<file path="config.mk">
export PLATFORM = sky130hd
export DESIGN_NAME = spi_master
export DESIGN_NICKNAME = d
export VERILOG_FILES = /design/src/rtl/spi_pkg.sv /design/src/rtl/spi_clk_div.sv /design/src/rtl/spi_master.sv
export SDC_FILE = /design/constraint.sdc
export NUM_CORES = 1
export LEC_CHECK = 0
export BUFFER_PORTS_ARGS = -buffer_cell sky130_fd_sc_hd__buf_2
export CORE_MARGIN = 2
export CORE_UTILIZATION = 35
export DETAILED_ROUTE_END_ITERATION = 12
export HOLD_SLACK_MARGIN = 0.05
export PLACE_DENSITY = 0.51
export SLEW_MARGIN = 15
export SYNTH_ARGS = -nofsm -noshare
export SYNTH_HDL_FRONTEND = slang
export SYNTH_HIERARCHICAL = 1
export SYNTH_SLANG_ARGS = --single-unit
</file>
<file path="constraint.sdc">
create_clock -name clk -period 6.05 [get_ports clk]
set_input_delay 0.3025 -clock clk [delete_from_list [all_inputs] [get_ports clk]]
set_output_delay 0.3025 -clock clk [all_outputs]
set_load 0.005 [all_outputs]
</file>
<file path="src/rtl/spi_pkg.sv">
// Shared SPI frame layout helpers and master FSM state encoding.
// The frame is {w_nr, addr, zero pad, data}, sent MSB first.
package spi_pkg;

   typedef enum logic [2:0] {
      StIdle,
      StSetup,
      StShift,
      StHold,
      StGap
   } state_e;

   function automatic int unsigned frame_bits(input int unsigned cmd_w, input int unsigned data_w);
      return cmd_w + data_w;
   endfunction

   function automatic int unsigned pad_bits(input int unsigned cmd_w, input int unsigned addr_w);
      return cmd_w - 1 - addr_w;
   endfunction

endpackage

</file>
<file path="src/rtl/spi_clk_div.sv">
// Half-period tick generator: o_tick pulses once every CLK_DIV cycles while enabled.
module spi_clk_div #(
   parameter int unsigned CLK_DIV = 2
) (
   input  logic clk,
   input  logic rst_n,
   input  logic i_en,
   input  logic i_clr,
   output logic o_tick
);

   localparam int unsigned CW = (CLK_DIV > 1) ? $clog2(CLK_DIV) : 1;
   localparam logic [CW-1:0] LAST = CW'(CLK_DIV - 1);

   logic [CW-1:0] r_cnt;

   assign o_tick = i_en && (r_cnt == LAST);

   always_ff @(posedge clk or negedge rst_n) begin
      if (!rst_n) begin
         r_cnt <= '0;
      end else if (i_clr || !i_en || (r_cnt == LAST)) begin
         r_cnt <= '0;
      end else begin
         r_cnt <= r_cnt + 1'b1;
      end
   end

endmodule

</file>
<file path="src/rtl/spi_master.sv">
// SPI mode-0 master issuing {w_nr, addr, pad, data} register frames; returns read data.
module spi_master
   import spi_pkg::*;
#(
   parameter int unsigned DATA_WIDTH = 8,
   parameter int unsigned ADDR_WIDTH = 3,
   parameter int unsigned CMD_WIDTH  = 8,
   parameter int unsigned CLK_DIV    = 2,
   parameter int unsigned GAP_HALVES = 2
) (
   input  logic                  clk,
   input  logic                  rst_n,
   input  logic                  cmd_valid,
   output logic                  cmd_ready,
   input  logic                  cmd_w_nr,
   input  logic [ADDR_WIDTH-1:0] cmd_addr,
   input  logic [DATA_WIDTH-1:0] cmd_wdata,
   output logic                  rsp_valid,
   output logic [DATA_WIDTH-1:0] rsp_rdata,
   output logic                  spi_clk,
   output logic                  spi_sel,
   output logic                  spi_mosi,
   input  logic                  spi_miso
);

   localparam int unsigned FRAME_BITS = frame_bits(CMD_WIDTH, DATA_WIDTH);
   localparam int unsigned PAD_BITS   = pad_bits(CMD_WIDTH, ADDR_WIDTH);
   localparam int unsigned BW         = $clog2(FRAME_BITS + 1);
   localparam int unsigned GW         = (GAP_HALVES > 1) ? $clog2(GAP_HALVES) : 1;
   localparam logic [BW-1:0] LAST_BIT = BW'(FRAME_BITS - 1);
   localparam logic [GW-1:0] LAST_GAP = GW'(GAP_HALVES - 1);

   state_e                  r_state, w_state_d;
   logic                    r_sclk, w_sclk_d;
   logic                    r_miso, w_miso_d;
   logic [FRAME_BITS-1:0]   r_shift, w_shift_d;
   logic [BW-1:0]           r_bitcnt, w_bitcnt_d;
   logic [GW-1:0]           r_gapcnt, w_gapcnt_d;
   logic                    r_w_nr, w_w_nr_d;
   logic                    r_ready, w_ready_d;
   logic                    r_rsp_valid, w_rsp_valid_d;
   logic [DATA_WIDTH-1:0]   r_rdata, w_rdata_d;
   logic                    w_tick;
   logic                    w_accept;
   logic [CMD_WIDTH-1:0]    w_cmd;

   assign w_accept = cmd_valid && r_ready;
   // Zero pad sits below the address; works for a pad width of zero too.
   assign w_cmd = CMD_WIDTH'({cmd_w_nr, cmd_addr}) << PAD_BITS;

   spi_clk_div #(
      .CLK_DIV(CLK_DIV)
   ) u_clk_div (
      .clk   (clk),
      .rst_n (rst_n),
      .i_en  (r_state != StIdle),
      .i_clr (w_accept),
      .o_tick(w_tick)
   );

   always_comb begin
      w_state_d     = r_state;
      w_sclk_d      = r_sclk;
      w_miso_d      = r_miso;
      w_shift_d     = r_shift;
      w_bitcnt_d    = r_bitcnt;
      w_gapcnt_d    = r_gapcnt;
      w_w_nr_d      = r_w_nr;
      w_rsp_valid_d = 1'b0;
      w_rdata_d     = r_rdata;
      unique case (r_state)
         StIdle: begin
            if (w_accept) begin
               w_state_d  = StSetup;
               w_shift_d  = {w_cmd, cmd_wdata};
               w_w_nr_d   = cmd_w_nr;
               w_bitcnt_d = '0;
               w_gapcnt_d = '0;
               w_sclk_d   = 1'b0;
            end
         end
         StSetup: begin
            if (w_tick) w_state_d = StShift;
         end
         StShift: begin
            if (w_tick) begin
               if (!r_sclk) begin
                  w_sclk_d = 1'b1;
                  w_miso_d = spi_miso;
               end else begin
                  // Falling edge: retire the sampled bit and expose the next MOSI bit.
                  w_sclk_d   = 1'b0;
                  w_shift_d  = {r_shift[FRAME_BITS-2:0], r_miso};
                  w_bitcnt_d = r_bitcnt + 1'b1;
                  if (r_bitcnt == LAST_BIT) w_state_d = StHold;
               end
            end
         end
         StHold: begin
            if (w_tick) begin
               w_state_d     = StGap;
               w_rsp_valid_d = !r_w_nr;
               if (!r_w_nr) w_rdata_d = r_shift[DATA_WIDTH-1:0];
            end
         end
         StGap: begin
            if (w_tick) begin
               if (r_gapcnt == LAST_GAP) w_state_d = StIdle;
               else w_gapcnt_d = r_gapcnt + 1'b1;
            end
         end
         default: w_state_d = StIdle;
      endcase
      w_ready_d = (w_state_d == StIdle);
   end

   always_ff @(posedge clk or negedge rst_n) begin
      if (!rst_n) begin
         r_state     <= StIdle;
         r_sclk      <= 1'b0;
         r_miso      <= 1'b0;
         r_shift     <= '0;
         r_bitcnt    <= '0;
         r_gapcnt    <= '0;
         r_w_nr      <= 1'b0;
         r_ready     <= 1'b0;
         r_rsp_valid <= 1'b0;
         r_rdata     <= '0;
      end else begin
         r_state     <= w_state_d;
         r_sclk      <= w_sclk_d;
         r_miso      <= w_miso_d;
         r_shift     <= w_shift_d;
         r_bitcnt    <= w_bitcnt_d;
         r_gapcnt    <= w_gapcnt_d;
         r_w_nr      <= w_w_nr_d;
         r_ready     <= w_ready_d;
         r_rsp_valid <= w_rsp_valid_d;
         r_rdata     <= w_rdata_d;
      end
   end

   assign cmd_ready = r_ready;
   assign rsp_valid = r_rsp_valid;
   assign rsp_rdata = r_rdata;
   assign spi_clk   = r_sclk;
   assign spi_sel   = !((r_state == StSetup) || (r_state == StShift) || (r_state == StHold));
   assign spi_mosi  = ((r_state == StSetup) || (r_state == StShift)) && r_shift[FRAME_BITS-1];

endmodule

</file>
# ---- Word-level counts from Yosys, hierarchy flattened
# Cells that the tools add are included.
dict set report word_totals {
  ff_bits 39
  latch_bits 0
  ramBits 0
  rom_bits 0
  inputBits 16
  output_inout_bits 13
  word_cells 73
  mem_count 0
}
dict set report op_classes {
  add_sub_neg 3
  mul 0
  div 0
  magnitude_cmp 0
  n_eq_ne 9
  shifts 0
  n_mux 27
  bitwise 2
  n_reduce_logical 21
}
# op count
set op_table {}
lappend op_table {{16-bit two-way mux} 3}
lappend op_table {{16-bit case mux with 2 select lines} 1}
lappend op_table {{3-bit two-way mux} 8}
lappend op_table {{5-bit two-way mux} 3}
lappend op_table {{3-bit case mux with 5 select lines} 1}
lappend op_table {{3-bit AND reduction} 4}
lappend op_table {{5-bit case mux with 2 select lines} 1}
lappend op_table {{1-bit two-way mux} 8}
lappend op_table {{3-bit by 2-bit == test with 1-bit output (second input constant)} 2}
lappend op_table {{3-bit zero test} 2}
lappend op_table {{2-bit by 1-bit != test with 1-bit output (second input constant)} 3}
lappend op_table {{5-bit by 1-bit adder with 5-bit output (second input constant)} 1}
lappend op_table {{5-bit by 4-bit == test with 1-bit output (second input constant)} 1}
lappend op_table {{1-bit logical OR} 4}
lappend op_table {{1-bit case mux with 2 select lines} 2}
lappend op_table {{4-bit AND reduction} 1}
lappend op_table {{2-bit nonzero test} 2}
lappend op_table {{3-bit by 1-bit == test with 1-bit output (second input constant)} 1}
lappend op_table {{3-bit == test (second input constant)} 1}
lappend op_table {{1-bit logical AND} 3}
lappend op_table {{1-bit zero test} 3}
lappend op_table {{3-bit nonzero test} 1}
lappend op_table {{1-bit adder (second input constant)} 2}
lappend op_table {{2-bit != test (second input constant)} 1}
lappend op_table {{2 further kinds} 3}

# ---- Depth between registers and ports, before layout
# Gate-level depths: netlist (run 1).
dict set report depth {
  ltp_word 6
  ltp_mapped 10
  depth_no_buf 6
}

# ---- Cells and area by module
# The synthesis (run 1) kept the hierarchy.
# mod instances cells_per_inst area_each_um2 seq_area_each_um2
set modules_own_cells {}
lappend modules_own_cells {spi_master 1 137 1732.9 950.9}
lappend modules_own_cells {spi_clk_div 1 3 45.0 25.0}

# ---- Worst setup path after synthesis (run 1)
# No wires, ideal clock.
dict set report synth_timing {
  path_kind {flip-flop to flip-flop}
  startpoint {register r_state[1]}
  endpoint {register r_miso}
  setup_time_ps 125
  t_arrival_ps 1887
  required_ps 5925
  setup_slack_ps 4039
  stages_incl_launch_ff 10
  n_path_buf 3
  synth_period_minus_slack_ps 2011
  cell_sequence {dfrtp_1 buf_6 nor3_4 inv_2 buf_6 and2_2 buf_2 and4bb_1 nand2_1 mux2_2}
}
dict set report synth_between {
  elab_chain_len 3
  elab_cells_between_ends 4
  cone_classes {eq/ne (1); reduce/logical (3)}
}
# element line
set synth_lines {}
lappend synth_lines {{from (decl)} spi_master.sv:33} ;# state_e r_state, w_state_d;
lappend synth_lines {{from (signal assigned)} spi_master.sv:119} ;# r_state <= StIdle;
lappend synth_lines {{from (signal assigned)} spi_master.sv:130} ;# r_state <= w_state_d;
lappend synth_lines {{3-bit nonzero test} spi_master.sv:56} ;# .i_en (r_state != StIdle),
lappend synth_lines {{1-bit logical AND} spi_clk_div.sv:17} ;# assign o_tick = i_en && (r_cnt == LAST);
lappend synth_lines {{named net w_tick} spi_master.sv:43} ;# logic w_tick;
lappend synth_lines {{3-bit AND reduction (no source line)} --}
lappend synth_lines {{to (signal assigned)} spi_master.sv:132} ;# r_miso <= w_miso_d;
lappend synth_lines {{to (decl)} spi_master.sv:35} ;# logic r_miso, w_miso_d;
# The timed path passes the listed nets, and every way through them passes these cells.
# A chain may end at the register's enable or synchronous reset.

# ---- Final worst setup path (run 1)
dict set report layout_timing {
  startpoint {register r_state[1]}
  endpoint {register r_rdata[2], in the netlist rsp_rdata[2]}
}
dict set report layout_between {
  elab_chain_len 3
  elab_cells_between_ends 4
  cone_classes {eq/ne (1); reduce/logical (3)}
}
# element line
set layout_lines {}
lappend layout_lines {{3-bit nonzero test} spi_master.sv:56}
lappend layout_lines {{1-bit logical AND} spi_clk_div.sv:17}
lappend layout_lines {{named net w_tick} spi_master.sv:43}
lappend layout_lines {{3-bit AND reduction (no source line)} --}
lappend layout_lines {{to (signal assigned)} spi_master.sv:139} ;# r_rdata <= w_rdata_d;
lappend layout_lines {{to (decl)} spi_master.sv:42} ;# logic [DATA_WIDTH-1:0] r_rdata, w_rdata_d;
# The timed path passes the listed nets, and every way through them passes these cells.

==> results of run 1 <==
==> flip-flops by register name (all words and copies together) (netlist names) <==
name and cells:
r_miso 1, r_shift 16, r_gapcnt 1, rsp_valid 1, spi_clk 1, r_w_nr 1, r_state 3, rsp_rdata 8
cmd_ready 1, u_clk_div/r_cnt 1, r_bitcnt 5
==> through the flow <==
stage / area [sq um] / total power [uW] / cells / hold slack [ns] / util
after floorplan: 1778 / 276.3 / 140 / 0.006909 / -
after global placement: 1943 / 288.0 / 227 / 0.4347 / 0.4034
after detailed placement: 1943 / 288.2 / 227 / 0.4236 / 0.4034
after CTS: 2047 / 484.5 / 235 / 0.1564 / 0.4249
after global routing: 2047 / 494.2 / 235 / 0.1864 / 0.4249
final: 2047 / 474.0 / 235 / 0.1189 / 0.4249
==> kinds of logic after synthesis <==
logic type | count (synthesis) | share of synthesized area
muxes | 11 | 0.06897
AOI/OAI and AO/OA | 31 | 0.1555
xor gates and xnor gates | 2 | 0.009854
adders and majority gates | 2 | 0.01407
DFF | 39 | 0.5489
buffers and inverters | 14 | 0.04574
and+or+nand+nor | 41 | 0.1569
==> cell usage in the layout (no fill, tap or decap), types with 2 or more instances in the layout <==
cell	instances
sky130_fd_sc_hd__inv_1	5
sky130_fd_sc_hd__o221a_2	5
sky130_fd_sc_hd__nand2_1	6
sky130_fd_sc_hd__mux2_2	10
sky130_fd_sc_hd__or3_1	13
sky130_fd_sc_hd__xor2_1	2
sky130_fd_sc_hd__and3_1	2
sky130_fd_sc_hd__o31ai_1	2
sky130_fd_sc_hd__o21ai_0	4
sky130_fd_sc_hd__dfrtp_1	39
sky130_fd_sc_hd__nand3_1	2
sky130_fd_sc_hd__a21oi_1	4
sky130_fd_sc_hd__nor2_1	5
sky130_fd_sc_hd__nor2_2	2
sky130_fd_sc_hd__ha_1	2
sky130_fd_sc_hd__clkbuf_8	7
sky130_fd_sc_hd__o221a_1	7
sky130_fd_sc_hd__a22o_1	6
sky130_fd_sc_hd__buf_2	28
==> worst register-to-register path, delay by kind of cell, from the launching register on <==
kind | cells | cell delay (ns)
DFF | 1 | 0.59
and+or+nand+nor | 4 | 0.97
muxes | 1 | 0.39
buffers and inverters | 1 | 0.23
==> cell usage after synthesis (2+ instances only) <==
cell type                  n
sky130_fd_sc_hd__nor2_2    2
sky130_fd_sc_hd__inv_1     5
sky130_fd_sc_hd__o31ai_1   2
sky130_fd_sc_hd__dfrtp_1  39
sky130_fd_sc_hd__a22o_1    6
sky130_fd_sc_hd__xor2_1    2
sky130_fd_sc_hd__nor2_1    5
sky130_fd_sc_hd__or3_1    13
sky130_fd_sc_hd__buf_4     3
sky130_fd_sc_hd__buf_6     2
sky130_fd_sc_hd__nand2_1   6
sky130_fd_sc_hd__mux2_2   10
sky130_fd_sc_hd__ha_1      2
sky130_fd_sc_hd__o21ai_0   4
sky130_fd_sc_hd__a21oi_1   4
sky130_fd_sc_hd__o221a_1   7
sky130_fd_sc_hd__nand3_1   2
sky130_fd_sc_hd__and3_1    2
sky130_fd_sc_hd__o221a_2   5
sky130_fd_sc_hd__buf_2     2
==> per-layer routing <==
metal	global-route usage	up-vias
li1	-	577
met1	0.1940	583
met2	0.2086	21
met3	0.04284	4
met4	0.05263	0
met5	0	-
==> path summary, 6_finish.rpt <==
kind / cells after the start / start / slack, ns / end
hold reg to reg: 1 / u_clk_div/r_cnt / 0.44 / u_clk_div/r_cnt
setup reg to reg: 6 / r_state[1] / 3.75 / rsp_rdata[2]
min in group clk: 2 / spi_miso / 0.24 / r_miso
max in group asynchronous: 1 / rst_n / 5.39 / r_bitcnt[3]
hold / removal: 1 / rst_n / 0.12 / r_gapcnt
setup / recovery: 6 / r_state[1] / 3.75 / rsp_rdata[2]
==> final cells by class <==
class	instances	area, sq um
Clock inverter	1	7.507
Multi-Input combinational cell	87	720.7
Timing Repair Buffer	28	140.1
Tap cell	67	83.83
Clock buffer	7	96.34
Fill cell	483	2770
Inverter	6	22.52
Sequential cell	39	975.9
==> where the power goes <==
part / total [uW] / switching, uW / leakage (uW) / internal (uW)
clock: 192 / 87.9 / 0.0000505 / 104
sequential: 268 / 3.46 / 0.000490 / 265
combinational: 14.0 / 7.19 / 0.000401 / 6.78
total: 474 / 98.6 / 0.000941 / 375
==> results_dict.tcl, run 1 <==
set metrics [dict create \
    worstHoldPathType "primary input to async pin" \
    synth_flop_cell "sky130_fd_sc_hd__dfrtp_1" \
    number_of_global_route_vias_before_repair 1158 \
    hold_buf_cts 0 \
    worstMarginPinSlew_ns 0.8557 \
    cts.path.max_buffers 2 \
    top_layer_used "met4" \
    p_leak_uw 0.0009411 \
    total_length_of_routed_met2_wires_mm 1.711 \
    cp_peak_stage_delay_ns 0.59 \
    clk_root_buffer_cell "sky130_fd_sc_hd__clkbuf_8" \
    status "finished, final reports clean" \
    fin_crit_sh 0.3807 \
    critPathArrivalTime_ns 2.48 \
    antenna_found_initial 0 \
    postSynthRegisterBits 39 \
    antenna_cells_inserted 0 \
    synth_top_cell_by_area "sky130_fd_sc_hd__dfrtp_1" \
    final-setup-viol-count 0 \
    p_per_area_nw_per_um2 231.5 \
    antenna_violating_nets_post_route 0 \
    globalRouteOverflowTotal 0 \
    critical_path_peak_fanout 16 \
    placer_congestion_estimate 0.7785 \
    critical_path_buf_inv_count 1 \
    worst_slew_margin_rel 0.4295 \
    totalNegativeSetupSlack_ns 0 \
    syn_inst 140 \
    synthesis.area_sq_um 1778 \
    worst_setup_path_start_kind "flip-flop" \
    die_width_um 75.28 \
    grt_start_max_net_pins 40 \
    dieArea_sq_um 5666 \
    place_worst_setup_slack_ns 3.716 \
    hold_violations 0 \
    yosysSeqAreaShare 0.5489 \
    syn-mean-instance-area_sq_um 12.70 \
    fp.coreArea_sq_um 4817 \
    largest_voltage_drop_on_the_vdd_net_mv 0.1245 \
    cp.required_ns 6.22 \
    crit_path_end_kind "flip-flop" \
    tritoncts "done" \
    final_layout_size_suffix_gt1_frac 0.3571 \
    routed_wirelength_mm 3.566 \
    met3_wirelength_um 139 \
    floorplan.rows 25 \
    die_y_um 75.28 \
    post-cts-setup-buffer-count 0 \
    timing.clock.skew_ns 0.003807 \
    critPathTopFamily "simple AND/OR/NAND/NOR gates" \
    wl_per_instance_um 15.17 \
    clock_sink_count 39 \
    worstPathCellList "nor3_4 -> inv_2 -> and2_2 -> nand4b_1 -> nor2_2 -> mux2_2" \
    synthDominantCellAreaShare 0.5489 \
    clock_tree.htree_level_count 2 \
    synth_warnings 6 \
    setup.worst_path.class "flip-flop to flip-flop" \
    clk_pin_slew_ns 0.07 \
    grt_first_pass_wirelength_mm 5.775 \
    timing.final.max_slew_violations 0 \
    met1Wirelength_mm 1.673 \
    cts.repair.resized 0 \
    floorplan.io_pins 29 \
    drt_pre_antenna_iters 4 \
    min_setup_slack_post_route_ns 3.747 \
    clk_latency_ns 0.29 \
    period_needed_ns 2.303 \
    port_buffers 28 \
    synthTopCellsByArea "sky130_fd_sc_hd__dfrtp_1 (55%), sky130_fd_sc_hd__mux2_2 (6.3%), sky130_fd_sc_hd__or3_1 (4.6%), sky130_fd_sc_hd__o221a_1 (4.4%), sky130_fd_sc_hd__o221a_2 (3.2%)" \
    tritoncts.num_buffers 5 \
    drv.max_cap_violation_count 0 \
    synth_edf_count 0 \
    nNetsFinal 185 \
    dr.first_iter.drc_count 55 \
    postSynth.asyncResetShare 1.000 \
    dp_hpwl_mm 2.441 \
    avgViaCountPerCell 5.043 \
    flow.area_growth_from_synthesis_pct 15.13 \
    grt_setup_unrepaired "false" \
    worst_path_max_delay_cell "sky130_fd_sc_hd__dfrtp_1" \
    initial_core_util 0.3691 \
    synth.lib_cells_used.distinct 37 \
    vias 1185 \
    global_route.usage.total 0.1404 \
    fmaxAchievable_mhz 434.2 \
    remaining_design_rule_violation_count 0 \
    syn_nets 158 \
]
Power figures use the tool's default switching activity.
==> run 2: changes to the inputs <==
- ABC_AREA: default -> 1
- clock period: 6.05 -> 2.3 ns (I/O delays scaled with it)
==> run 2 against run 1 <==
  * Worst setup slack worse by 3.1 ns
  * First-iteration DRC count is 31% higher
  * Die area is 6.2% higher
  * Critical path depth is 2 higher
  * Wire length is 16% higher
  * Clock-buffer cell count is 1 lower
==> results_dict.tcl, run 2 <==
set metrics [dict create \
    worst_setup_path_start_kind "flip-flop" \
    vias 1575 \
    place_worst_setup_slack_ns 0.6747 \
    syn-mean-instance-area_sq_um 7.959 \
    final.hold.worst_slack_ns 0.06896 \
    die_y_um 77.57 \
    routed_wirelength_mm 4.136 \
    flow.area_growth_from_synthesis_pct 18.10 \
    power.share.clock 0.477 \
    ys_top_cells_by_count "sky130_fd_sc_hd__nand2_1 (87), sky130_fd_sc_hd__dfrtp_1 (39), sky130_fd_sc_hd__nand3_1 (36), sky130_fd_sc_hd__inv_1 (23), sky130_fd_sc_hd__o21ai_0 (17)" \
    timing.clock.skew_ns 0.005808 \
    tritoncts.num_buffers 5 \
    clock_tree.htree_level_count 2 \
    port_buffers 28 \
    largest_voltage_drop_on_the_vdd_net_mv 0.2224 \
    critical_path_buf_inv_count 2 \
    synth_flop_cell "sky130_fd_sc_hd__dfrtp_1" \
    fin_crit_sh 0.7123 \
    critPathTopFamily "simple AND/OR/NAND/NOR gates" \
    drt_pre_antenna_iters 6 \
    worst_path_max_delay_cell "sky130_fd_sc_hd__dfrtp_1" \
    p_sw_uw 282.5 \
    status "finished, final reports clean" \
    setup.worst_path.class "flip-flop to flip-flop" \
    period_needed_ns 1.638 \
    postSynthRegisterBits 39 \
    synth_top_family_by_area "simple AND/OR/NAND/NOR gates" \
    postSynth.asyncResetShare 1.000 \
    syn_nets 256 \
    synth.lib_cells_used.distinct 19 \
    nNetsFinal 286 \
    synthesis.area_sq_um 1894 \
    synth_compound_gate_area_share 0.04756 \
    clock_sink_count 39 \
    worst_path_most_repeated_cell "sky130_fd_sc_hd__nand2_1" \
    post_layout_cell_count 339 \
    placer_congestion_estimate 0.7445 \
    worstMarginPinSlew_ns 0.9057 \
    dieArea_sq_um 6017 \
    critical_path_peak_fanout 19 \
    switching_share 0.1976 \
    totalNegativeSetupSlack_ns 0 \
    floorplan.io_pins 29 \
    synth_top_cell_by_area "sky130_fd_sc_hd__dfrtp_1" \
    crit_path_end_kind "flip-flop" \
    cp_peak_stage_delay_ns 0.49 \
    post-cts-setup-buffer-count 0 \
    placed_cells_incl_taps 330 \
    antenna_violating_nets_post_route 0 \
    tritoncts "done" \
    remaining_design_rule_violation_count 0 \
    p_per_area_nw_per_um2 639.2 \
    global_route.usage.total 0.1533 \
    most-common-layout-cells "sky130_fd_sc_hd__nand2_1 (87), sky130_fd_sc_hd__dfrtp_1 (39), sky130_fd_sc_hd__nand3_1 (36), sky130_fd_sc_hd__buf_2 (28), sky130_fd_sc_hd__inv_1 (23)" \
    clk_latency_ns 0.30 \
    synth_edf_count 0 \
    dp_hpwl_mm 2.762 \
    cp.required_ns 2.49 \
    synthTopCellsByArea "sky130_fd_sc_hd__dfrtp_1 (52%), sky130_fd_sc_hd__nand2_1 (17%), sky130_fd_sc_hd__nand3_1 (9.5%), sky130_fd_sc_hd__inv_1 (4.6%), sky130_fd_sc_hd__o21ai_0 (4.5%)" \
    globalRouteOverflowTotal 0 \
    post-synth-top-count-cell "sky130_fd_sc_hd__nand2_1" \
    min_setup_slack_post_route_ns 0.6617 \
    cts.path.max_buffers 2 \
    dr.first_iter.drc_count 72 \
    p_leak_uw 0.001205 \
    fmaxAchievable_mhz 610.4 \
    syn_inst 238 \
    drv.max_cap_violation_count 0 \
    clk_root_buffer_cell "sky130_fd_sc_hd__clkbuf_8" \
    synth_warnings 6 \
    avgViaCountPerCell 4.646 \
    grt_start_max_net_pins 40 \
    final-setup-viol-count 0 \
    synthDominantCellAreaShare 0.5152 \
    clk_pin_slew_ns 0.08 \
    die_width_um 77.57 \
    initial_core_util 0.3662 \
    antenna_found_initial 0 \
    synth_xor_xnor_area_share 0 \
    antenna_cells_inserted 0 \
    worstPathCellList "nor2_2 -> nand2_1 -> nand2_1 -> inv_1 -> nand4_4 -> buf_4 -> nand3_1 -> nand2_1" \
    synth-simple-area-share 0.3362 \
    wl_per_instance_um 12.20 \
    grt_setup_unrepaired "false" \
    floorplan.rows 26 \
    worst_slew_margin_rel 0.3962 \
    most_common_cell_after_layout_fill_and_taps_aside "sky130_fd_sc_hd__nand2_1" \
    power_report.internal_total_uw 1147 \
    fill_count 539 \
    combinational_power_share 0.032 \
    critPathArrivalTime_ns 1.83 \
    grt_first_pass_wirelength_mm 7.196 \
    hold_violations 0 \
    synth_adder_area_share 0.01321 \
    number_of_global_route_vias_before_repair 1542 \
    fp.coreArea_sq_um 5172 \
    seq_pwr_share 0.491 \
    final_layout_size_suffix_gt1_frac 0.1822 \
    synth.area.mux_share 0 \
    worstHoldPathType "primary input to flip-flop" \
    top_register "r_shift" \
    yosysSeqAreaShare 0.5152 \
    timing.final.max_slew_violations 0 \
    max_ffs_per_register 16 \
]
[run 2: cell types whose count changed after synthesis, moves of 3 or more]
cell	previous run	this run
sky130_fd_sc_hd__buf_4	3	0
sky130_fd_sc_hd__nand4_1	1	4
sky130_fd_sc_hd__a21oi_1	4	1
sky130_fd_sc_hd__nand2_1	6	87
sky130_fd_sc_hd__inv_1	5	23
sky130_fd_sc_hd__mux2_2	10	0
sky130_fd_sc_hd__or3_1	13	0
sky130_fd_sc_hd__buf_2	2	10
sky130_fd_sc_hd__o21ai_0	4	17
sky130_fd_sc_hd__a22o_1	6	0
sky130_fd_sc_hd__o221a_2	5	0
sky130_fd_sc_hd__nand3_1	2	36
sky130_fd_sc_hd__o221a_1	7	0
[run 2: layer usage]
layer | global-route usage | vias up | wire length (um)
li1 | - | 811 | -
met1 | 0.2043 | 736 | 2120
met2 | 0.2339 | 20 | 1822
met3 | 0.02907 | 8 | 95
met4 | 0.08571 | 0 | 97
met5 | 0 | - | 0
[run 2: repair_timing]
action                                  in CTS  in global routing
hold buffers                                 1                  0
hold endpoints to repair                    39                  0
resized for setup                            0                  0
endpoints found under the setup margin       0                  0
[run 2: cell families after synthesis]
kind of cell / count (synthesis)
AOI/OAI and AO/OA: 18
adders and majority gates: 2
buffers and inverters: 37
DFF: 39
and+or+nand+nor: 142
[run 2: final timing paths]
kind / start / endpoint / slack [ns] / cells after the start
max: r_state[0] / r_bitcnt[3] / 0.66 / 8
min: spi_miso / r_miso / 0.07 / 3
max reg2reg: r_state[0] / r_bitcnt[3] / 0.66 / 8
min reg2reg: r_shift[10] / r_shift[11] / 0.49 / 2
max in group asynchronous: rst_n / r_shift[15] / 1.25 / 2
min in group asynchronous: rst_n / r_shift[9] / 0.48 / 2
[run 2: tightest hold or removal path, cell delays in order]
cell and delay, ns:
sky130_fd_sc_hd__buf_2 0.09, sky130_fd_sc_hd__inv_1 0.04, sky130_fd_sc_hd__o21ai_0 0.07
[run 2: power by group through the flow]
stage,registers (uW),logic [uW],clock network [uW]
2_1_floorplan,714,15.3,0
3_3_place_gp,716,46.7,0
3_5_place_dp,716,46.8,0
4_1_cts,702,48.4,703
5_1_grt,704,54.7,732
6_report,702,45.9,682
[run 2: stage by stage]
step / utilization / cell area, sq um / power [uW]
floorplan: - / 1894 / 729.3
global placement: 0.4049 / 2095 / 762.2
detailed placement: 0.4049 / 2095 / 762.6
CTS: 0.4325 / 2237 / 1453
global route: 0.4325 / 2237 / 1491
finish: 0.4325 / 2237 / 1430
[run 2: final cells by class]
type	count	area, sq um	share of cell area
clock inverters	2	60.06	0.02685
flip-flops and latches	39	975.9	0.4362
well taps	70	87.58	0.03915
repair buffers	35	195.2	0.08725
inverters	25	93.84	0.04195
clock buffers	6	72.57	0.03244
multi-input cells	162	752.0	0.3361
==> run 3: changes to the inputs <==
- PLACE_DENSITY: 0.51 -> 0.53
- clock period: 2.3 -> 1.5 ns (I/O delays scaled with it)
==> run 3 against run 2 <==
  * Hold slack got worse by 0.012 ns
  * Sequential share of layout area is 2.1 points lower
  * Clock power up 32%
==> results_dict.tcl, run 3 (synthesized netlist as in run 2, its figures left out) <==
set metrics [dict create \
    worstPathCellList "buf_4 -> inv_2 -> nand3_1 -> buf_12 -> o21ai_0 -> nand2_1 -> nand2_1" \
    most_common_cell_after_layout_fill_and_taps_aside "sky130_fd_sc_hd__nand2_1" \
    combinational_power_share 0.037 \
    tritoncts.num_buffers 5 \
    p_leak_uw 0.001268 \
    clk_root_buffer_cell "sky130_fd_sc_hd__clkbuf_8" \
    cp_peak_stage_delay_ns 0.42 \
    drv.max_cap_violation_count 0 \
    remaining_design_rule_violation_count 0 \
    drt_pre_antenna_iters 4 \
    top_register "r_shift" \
    final_layout_size_suffix_gt1_frac 0.2332 \
    largest_voltage_drop_on_the_vdd_net_mv 0.3757 \
    worstHoldPathType "primary input to flip-flop" \
    setup.worst_path.class "flip-flop to flip-flop" \
    timing.critical_path.to "r_shift[3]" \
    routed_wirelength_mm 4.101 \
    fin_crit_sh 0.9241 \
    fill_count 535 \
    max_ffs_per_register 16 \
    grt_setup_unrepaired "false" \
    critical_path_peak_fanout 22 \
    dr.first_iter.drc_count 103 \
    worst_slew_margin_rel 0.6592 \
    p_per_area_nw_per_um2 873.7 \
    post_layout_cell_count 353 \
    timing.rr.end "r_shift[3]" \
    period_needed_ns 1.386 \
    totalNegativeSetupSlack_ns 0 \
    power_report.internal_total_uw 1638 \
    path_depth 7 \
    antenna_violating_nets_post_route 0 \
    flow.area_growth_from_synthesis_pct 24.17 \
    worst_path_max_delay_cell "sky130_fd_sc_hd__dfrtp_1" \
    port_buffers 28 \
    worstMarginPinSlew_ns 0.5112 \
    nNetsFinal 300 \
    critical_path_buf_inv_count 3 \
    tritoncts "done" \
    critPathArrivalTime_ns 1.61 \
    clock_tree.htree_level_count 2 \
    worst_setup_path_start_kind "flip-flop" \
    most-common-layout-cells "sky130_fd_sc_hd__nand2_1 (87), sky130_fd_sc_hd__dfrtp_1 (38), sky130_fd_sc_hd__nand3_1 (36), sky130_fd_sc_hd__buf_2 (28), sky130_fd_sc_hd__inv_1 (21)" \
    clk_latency_ns 0.29 \
    die_width_um 77.57 \
    worst_path_most_repeated_cell "sky130_fd_sc_hd__nand2_1" \
    crit_path_end_kind "flip-flop" \
    clk_pin_slew_ns 0.08 \
    hold_violations 0 \
    cp.required_ns 1.73 \
    final-setup-viol-count 0 \
    antenna_found_initial 0 \
    globalRouteOverflowTotal 0 \
    regToRegStartpoint "r_state[0]" \
    floorplan.rows 26 \
    placed_cells_incl_taps 340 \
    switching_share 0.2030 \
    avgViaCountPerCell 4.635 \
    critical_path.startpoint "r_state[0]" \
    seq_pwr_share 0.524 \
    status "finished, final reports clean" \
    floorplan.io_pins 29 \
    footprint_of_the_flip_flops_and_latches_sq_um 977.2 \
    timing.final.max_slew_violations 0 \
    timing.clock.skew_ns 0.008599 \
    wl_per_instance_um 11.62 \
    p_sw_uw 417.2 \
    r2r_setup_slack_ns 0.11 \
    fp.coreArea_sq_um 5172 \
    total_power_uw 2055 \
    grt_first_pass_wirelength_mm 7.086 \
    dp_hpwl_mm 2.905 \
    cts.path.max_buffers 2 \
    worst_r2r_path_depth 7 \
    number_of_global_route_vias_before_repair 1494 \
    dieArea_sq_um 6017 \
    placer_congestion_estimate 0.7697 \
    final.hold.worst_slack_ns 0.05672 \
    grt_start_max_net_pins 23 \
    die_y_um 77.57 \
    multi_input_area_sq_um 757.0 \
    power.share.clock 0.439 \
    antenna_cells_inserted 0 \
    critPathTopFamily "buffers and inverters" \
    global_route.usage.total 0.1492 \
    vias 1636 \
    clock_sink_count 39 \
    initial_core_util 0.3662 \
    fmaxAchievable_mhz 721.4 \
]
## run 3: area by class of cell
| cell class | instances | share of cell area |
|---|---|---|
| multi-input combinational | 162 | 0.3218 |
| inverter | 25 | 0.03989 |
| clock buffer | 6 | 0.03511 |
| tap | 70 | 0.03723 |
| sequential | 39 | 0.4154 |
| timing repair buffer | 49 | 0.1356 |
| clock inverter | 2 | 0.01489 |
## run 3: what timing repair did
item,in CTS,in global routing
endpoints found under the hold margin,20,0
endpoints found under the setup margin,0,22
buffers inserted,0,3
resized for setup,0,5
hold buffers,2,0
## run 3: worst min-delay path by stage
stage / startpoint / to / cells past startpoint
6_report: cmd_valid / u_clk_div/r_cnt / 4
5_1_grt: cmd_w_nr / r_w_nr / 3
4_1_cts: cmd_valid / u_clk_div/r_cnt / 4
3_5_place_dp: rst_n / r_miso / 1
3_3_place_gp: rst_n / r_miso / 1
2_1_floorplan: rst_n / cmd_ready / 0
## run 3: per-layer routing
metal | global-route usage | wire length [um] | up-vias
met5 | 0 | 0 | -
met1 | 0.2042 | 2100 | 758
met3 | 0.04186 | 185 | 4
li1 | - | - | 843
met4 | 0.05893 | 39 | 0
met2 | 0.2235 | 1775 | 31
## run 3: worst register-to-register path, stage by stage, from the launching register on
cell and delay (ns):
sky130_fd_sc_hd__dfrtp_1 0.42, sky130_fd_sc_hd__buf_4 0.18, sky130_fd_sc_hd__inv_2 0.09, sky130_fd_sc_hd__nand3_1 0.12, sky130_fd_sc_hd__buf_12 0.18, sky130_fd_sc_hd__o21ai_0 0.18
sky130_fd_sc_hd__nand2_1 0.08, sky130_fd_sc_hd__nand2_1 0.06
## run 3: power by group through the flow
stage	Sequential [uW]	Combinational (uW)	Clock, uW
5_1_grt	1080	90.4	992
4_1_cts	1080	79.4	937
3_3_place_gp	1100	74.9	0
3_5_place_dp	1100	75.1	0
2_1_floorplan	1090	23.5	0
6_report	1080	75.9	903
## run 3: through the flow
step / setup WS [ns] / area, sq um / util
floorplan: 0.004581 / 1894 / -
CTS: 0.04347 / 2320 / 0.4485
detailed placement: 0.07268 / 2182 / 0.4219
global placement: 0.08576 / 2182 / 0.4219
finish: 0.1139 / 2352 / 0.4548
global route: 0.01107 / 2352 / 0.4548
